$ cat src/rtl/plus_raster_irq.sv
// plus_raster_irq: Plus raster interrupt (PRI), IM2 vector supply and split-screen/soft-scroll sequencer
module plus_raster_irq (
  input  logic        clk,
  input  logic        reset,
  input  logic        asic_wr,
  input  logic [2:0]  asic_addr,
  input  logic [7:0]  asic_din,
  input  logic        hsync_i,
  input  logic        vsync_i,
  input  logic        int_ack,
  output logic        int_n,
  output logic        pri_mode,
  output logic [7:0]  ivr_out,
  output logic        ivr_oe,
  output logic        split_load,
  output logic [13:0] split_addr,
  output logic [7:0]  scroll
);
  logic       h_d, v_d, ack_d, pending;
  logic [7:0] lc, lc_next, pri, sscr, ivr;
  logic       hfall, vrise, ack_rise, pri_hit, split_hit;
  logic       wr_pri, wr_sscr, wr_ssah, wr_ssal, wr_scroll, wr_ivr;
  always_comb begin
    hfall     = h_d & ~hsync_i;
    vrise     = ~v_d & vsync_i;
    ack_rise  = int_ack & ~ack_d;
    lc_next   = vrise ? 8'd0 : hfall ? lc + 8'd1 : lc;
    pri_hit   = hfall & ~vrise & (lc_next == pri) & (pri != 8'd0);
    split_hit = hfall & ~vrise & (lc_next == sscr) & (sscr != 8'd0);
    wr_pri    = asic_wr & (asic_addr == 3'd0);
    wr_sscr   = asic_wr & (asic_addr == 3'd1);
    wr_ssah   = asic_wr & (asic_addr == 3'd2);
    wr_ssal   = asic_wr & (asic_addr == 3'd3);
    wr_scroll = asic_wr & (asic_addr == 3'd4);
    wr_ivr    = asic_wr & (asic_addr == 3'd5);
  end
  always_ff @(posedge clk) begin
    if (reset) begin
      h_d        <= 1'b0;
      v_d        <= 1'b0;
      ack_d      <= 1'b0;
      lc         <= 8'd0;
      pending    <= 1'b0;
      ivr_oe     <= 1'b0;
      split_load <= 1'b0;
      pri        <= 8'd0;
      sscr       <= 8'd0;
      split_addr <= 14'd0;
      scroll     <= 8'd0;
      ivr        <= 8'h01;
    end else begin
      h_d        <= hsync_i;
      v_d        <= vsync_i;
      ack_d      <= int_ack;
      lc         <= lc_next;
      pending    <= pri_hit | (pending & ~wr_pri & ~ack_rise);
      ivr_oe     <= (ack_rise & pending & ~ivr[0]) | (ivr_oe & int_ack);
      split_load <= split_hit;
      pri        <= wr_pri ? asic_din : pri;
      sscr       <= wr_sscr ? asic_din : sscr;
      split_addr <= wr_ssah ? {asic_din[5:0], split_addr[7:0]} :
                    wr_ssal ? {split_addr[13:8], asic_din} : split_addr;
      scroll     <= wr_scroll ? asic_din : scroll;
      ivr        <= wr_ivr ? asic_din : ivr;
    end
  end
  always_comb begin
    int_n    = ~pending;
    pri_mode = pri != 8'd0;
    ivr_out  = {ivr[7:3], 3'b110};
  end
endmodule

$ cat config.mk
export PLATFORM = sky130hd
export DESIGN_NAME = plus_raster_irq
export DESIGN_NICKNAME = d
export VERILOG_FILES = /design/src/rtl/plus_raster_irq.sv
export SDC_FILE = /design/constraint.sdc
export NUM_CORES = 1
export LEC_CHECK = 0
export CORE_ASPECT_RATIO = 0.8
export CORE_MARGIN = 5
export CORE_UTILIZATION = 40
export DETAILED_ROUTE_END_ITERATION = 7
export GPL_ROUTABILITY_DRIVEN = 0
export PLACE_DENSITY = 0.68
export SLEW_MARGIN = 20
export SYNTH_ARGS = -nofsm -noshare
export SYNTH_HDL_FRONTEND = slang
export SYNTH_SLANG_ARGS = --single-unit
$ cat constraint.sdc
create_clock -name clk -period 2.5 [get_ports clk]
set_input_delay 0.25 -clock clk [delete_from_list [all_inputs] [get_ports clk]]
set_output_delay 0.25 -clock clk [all_outputs]
set_load 0.05 [all_outputs]
-- After elaboration in Yosys (flattened, before gate mapping)
Index checks and enable logic that the tools add are counted.
- mux-type cells: 4
- reductions and logical operators: 4
- bitwise operators: 30
- add/subtract/negate cells: 1
- equality and inequality tests: 7
- operator list (kind ; count):
    2-to-1 mux 8 bit ; 3
    AND 1 bit ; 19
    == test 8 bit ; 2
    nonzero test 8 bit ; 2
    2-to-1 mux 14 bit ; 1
    NOT 1 bit ; 9
    adder 8 x 1 -> 8 bit (second input constant) ; 1
    == test 3 x 2 -> 1 bit (second input constant) ; 2
    == test 3 bit (second input constant) ; 2
    == test 3 x 1 -> 1 bit (second input constant) ; 1
    zero test 3 bit ; 1
    OR 1 bit ; 2
    AND reduction 2 bit ; 1
- output and inout port bits: 34
- bits in registers: 60
- input bits: 17
- word-level logic and storage cells: 59

-- Logic depth before layout (Yosys ltp)
- word-level depth: 8
- mapped depth: 7
- gate-level depth less buffers: 7

-- Worst setup path after synthesis
Ideal clock, no wire load.
- path type: flip-flop to flip-flop
- start point: register lc[0]
- end point: register split_load
- setup time: 0.061 ns
- data arrival time: 1.772 ns
- clock period less this slack: 1.833 ns
- path buffers: 0
- data required time: 2.439 ns
- setup slack: 0.667 ns
- stages on the path, launching flop included: 8
- cell sequence: dfxtp_1 ha_1 nand4b_1 or3_1 a21oi_1 xor2_1 nor4_1 and4_1
- longest elaborated chain between the ends: 6
- RTL lines (element ; line ; RTL):
    start: declaration ; 20 ; logic [7:0] lc, lc_next, pri, sscr, ivr;
    start signal: assignment ; 55 ; lc <= lc_next;
    adder 8 x 1 -> 8 bit ; 27 ; lc_next = vrise ? 8'd0 : hfall ? lc + 8'd1 : lc;
    2-to-1 mux 8 bit * (2 in a row) ; 27 ;
    == test 8 bit * ; 29 ; split_hit = hfall & ~vrise & (lc_next == sscr) & (sscr != 8'd0);
    AND 1 bit * (2 in a row) ; 29 ;
    end signal: assignment ; 58 ; split_load <= split_hit;
    end: declaration ; 15 ; output logic split_load,
Mark *: on every way between the ends. The rest lies on a longest branch, timed or not.
A chain may end at the register's enable or synchronous reset.

-- Final worst setup path
Ends and elaborated chain as after synthesis.

==> impl_metrics.ini <==
[cts]
cts_made_buffers = 9
root_buffer = clkbuf_8
worstSkewPairLatency_ns = 0.33
cts.clk_slew.worst_paths_ns = 0.06
post-cts-setup-buffers = 0
cts_hold_buffers = 0
cts.path.max_buffers = 2
cts_sinks = 58
cts_resized = 0
ctsHtreeMaxLevel = 3
cts_tree = done

[routing]
num_vias = 2134
vias_per_cell = 5.033
drt.antenna.violating_nets = 0
routedWlPerCell_um = 14.19
drc = 0
dr.pass1.iters = 4
totalWireLength_um = 6016
drt_iter0_markers = 131

[grt]
antenna_found_initial = 0
grt_pass1_wl_um = 9777
grt_pass1_vias = 2038
grt_max_degree = 56
grt.total_usage = 0.1597
grt_remaining_overflow = 0

[worst_setup_path]
critPathKind = flip-flop to flip-flop
cpLargestDelayFamily = simple AND/OR/NAND/NOR gates
worstSetupEndpointType = flip-flop
worstPathArrival_ns = 2.50
r2r_end = split_load
crit_fanout = 5
start_kind = flip-flop
worstPathRequired_ns = 2.77
slowest_stage = dfxtp_1
r2r-start = lc[0]
ff2ff_path_depth = 7
reg2reg_slack_ns = 0.28
path_buf_inv = 0
path_cells = ha_1 > nand4b_1 > or3_1 > a21oi_1 > xor2_1 > nor4_1 > and4_1
critPathMaxStageDelay_ns = 0.46

[die]
ios = 51
initial_core_util = 0.4156
fp.dieW_um = 97.86
fp-row-count = 25
dieArea_sq_um = 7856
fp.dieH_um = 80.29
coreArea_sq_um = 5943

[final_layout]
stdcell_area_sq_um = 3139
antenna-diode-count = 0
fin_nets = 356
drive_gt1_frac = 0.06706
fillCellCount = 556
instances_no_fill = 424
regArea_sq_um = 1161
areaGrowthSynthToFinish_pct = 27.10
multi_input_area_sq_um = 1180

[sta]
fmax_mhz = 450.2
min_period_over_period = 0.8884
timing.slew.headroom = 0.6173
fin_setup_tns_ns = 0
setup_viol = 0
hold_violations = 0
tightest_slew_ns = 0.5740
drv_slew = 0
layout_min_cycle_time_ns = 2.221
whs_ns = 0.2347
fin_worst_skew_ns = 0.005932
rsz0062_at_grt = no

[power]
pwr_density_cell_nw_per_um2 = 616.6
irDropWorstVdd_uv = 385.9
p_leak_nw = 1.133
p_total_mw = 1.936

[yosys]
yosys_warnings = 0
syn-instance-count = 295
syn-cell-area_sq_um = 2470
ys_ff_latch = 58
synth_area_per_cell_sq_um = 8.372
synth_cell_type_count = 39
yosysSeqAreaShare = 0.4701

[min_path]
hold_start = reset
hold_depth = 3
holdCritPathClass = input pin to flip-flop
hold_end = pending

[placement]
hpwl_um = 4258
placed_cells = 408
placed_cell_area_sq_um = 2957
portBuffers = 47

[job]
max_cap_violations = 0

[status]
status = complete, no violations
[logic make-up (layout without fill, tap and decap cells)]
logic type	Yosys count	after routing	synth area share
and+or+nand+nor	132	132	0.2472
DFF	58	58	0.4701
AOI/OAI and AO/OA	48	48	0.1114
buffers and inverters	25	72	0.05370
xor gates and xnor gates	16	16	0.05674
muxes	13	13	0.05268
other	2	3	0.003041
adders and majority gates	1	1	0.005065
[per-stage QoR]
step | util | setup slack (ns)
floorplan | - | 0.6669
global placement | 0.4975 | 0.3427
detailed placement | 0.4975 | 0.2737
CTS | 0.5282 | 0.2843
global route | 0.5282 | 0.1267
finish | 0.5282 | 0.2789
[worst max-delay path by stage]
stage | cells after the start | start | endpoint
2_1_floorplan | 7 | lc[0] | split_load
3_3_place_gp | 7 | hsync_i | split_load
3_5_place_dp | 7 | hsync_i | split_load
4_1_cts | 7 | lc[0] | split_load
5_1_grt | 7 | lc[0] | split_load
6_report | 7 | lc[0] | split_load
[layout by cell type (no fill, tap or decap), types with 3 or more instances in the layout]
master	Yosys	layout
a21oi_1	36	36
nand3_1	3	3
mux2i_1	13	13
inv_1	5	5
nor3_1	9	9
dfxtp_1	58	58
clkbuf_8	0	12
nand4_1	3	3
o21ai_0	3	3
nand2_1	71	71
nor2_1	17	17
clkdlybuf4s50_1	0	46
nor4_1	4	4
nor2b_1	8	8
or3_1	3	3
xnor2_1	9	9
conb_1	2	3
buf_4	8	4
xor2_1	7	7
[synth_stat cells]
cell       instances  area share
or4_4              1      0.0046
nand2b_1           2      0.0051
o2111ai_1          1      0.0035
dfxtp_1           58        0.47
a211o_1            1      0.0035
o21ai_0            3      0.0061
nand4_1            3      0.0076
buf_1              1      0.0015
buf_4              8       0.024
and3_1             2      0.0051
nor3_1             9       0.018
buf_2              1      0.0020
and2_1             1      0.0025
ha_1               1      0.0051
buf_6              1      0.0046
and4_1             1      0.0035
a211oi_1           2      0.0061
nand3_1            3      0.0061
nor2_1            17       0.026
conb_1             2      0.0030
nand3b_1           1      0.0030
xnor2_1            9       0.032
xor2_1             7       0.025
o221ai_1           1      0.0035
inv_1              5      0.0076
nand4b_1           2      0.0071
o21a_1             1      0.0030
or2_2              1      0.0025
nor2b_1            8       0.020
nand2_1           71        0.11
or4_1              2      0.0061
o31ai_1            2      0.0061
clkbuf_1           9       0.014
or3_1              3      0.0076
nand3_2            1      0.0041
mux2i_1           13       0.053
a21oi_1           36       0.073
a21oi_4            1      0.0066
nor4_1             4       0.010
[state kept, by name (all words and copies together), names as in the netlist]
register,count
split_addr,14
lc,8
pri,8
scroll,8
sscr,8
ivr,6
ack_d,1
h_d,1
ivr_oe,1
pending,1
split_load,1
v_d,1
[power by group]
part | switching (mW) | internal, mW | leakage, nW
clock | 0.348 | 0.438 | 0.0965
sequential | 0.0128 | 0.943 | 0.470
combinational | 0.125 | 0.0687 | 0.566
[cell type report]
class / instances / area share
repair buffers: 51 / 0.1578
clock inverters: 2 / 0.003189
multi-input cells: 213 / 0.3758
well taps: 81 / 0.03228
clock buffers: 14 / 0.05500
flip-flops and latches: 58 / 0.3699
inverters: 5 / 0.005978
[tightest hold or removal path, stage by stage]
cell     delay [ns]
buf_2          0.11
or4_1          0.11
o31ai_1        0.05
[layer usage]
metal	share of wire	track usage
met4	0.015	0.06362
met1	0.46	0.1864
met5	0	0
met2	0.44	0.2446
met3	0.082	0.08767
No activity file was read; power rests on OpenSTA's default activity.
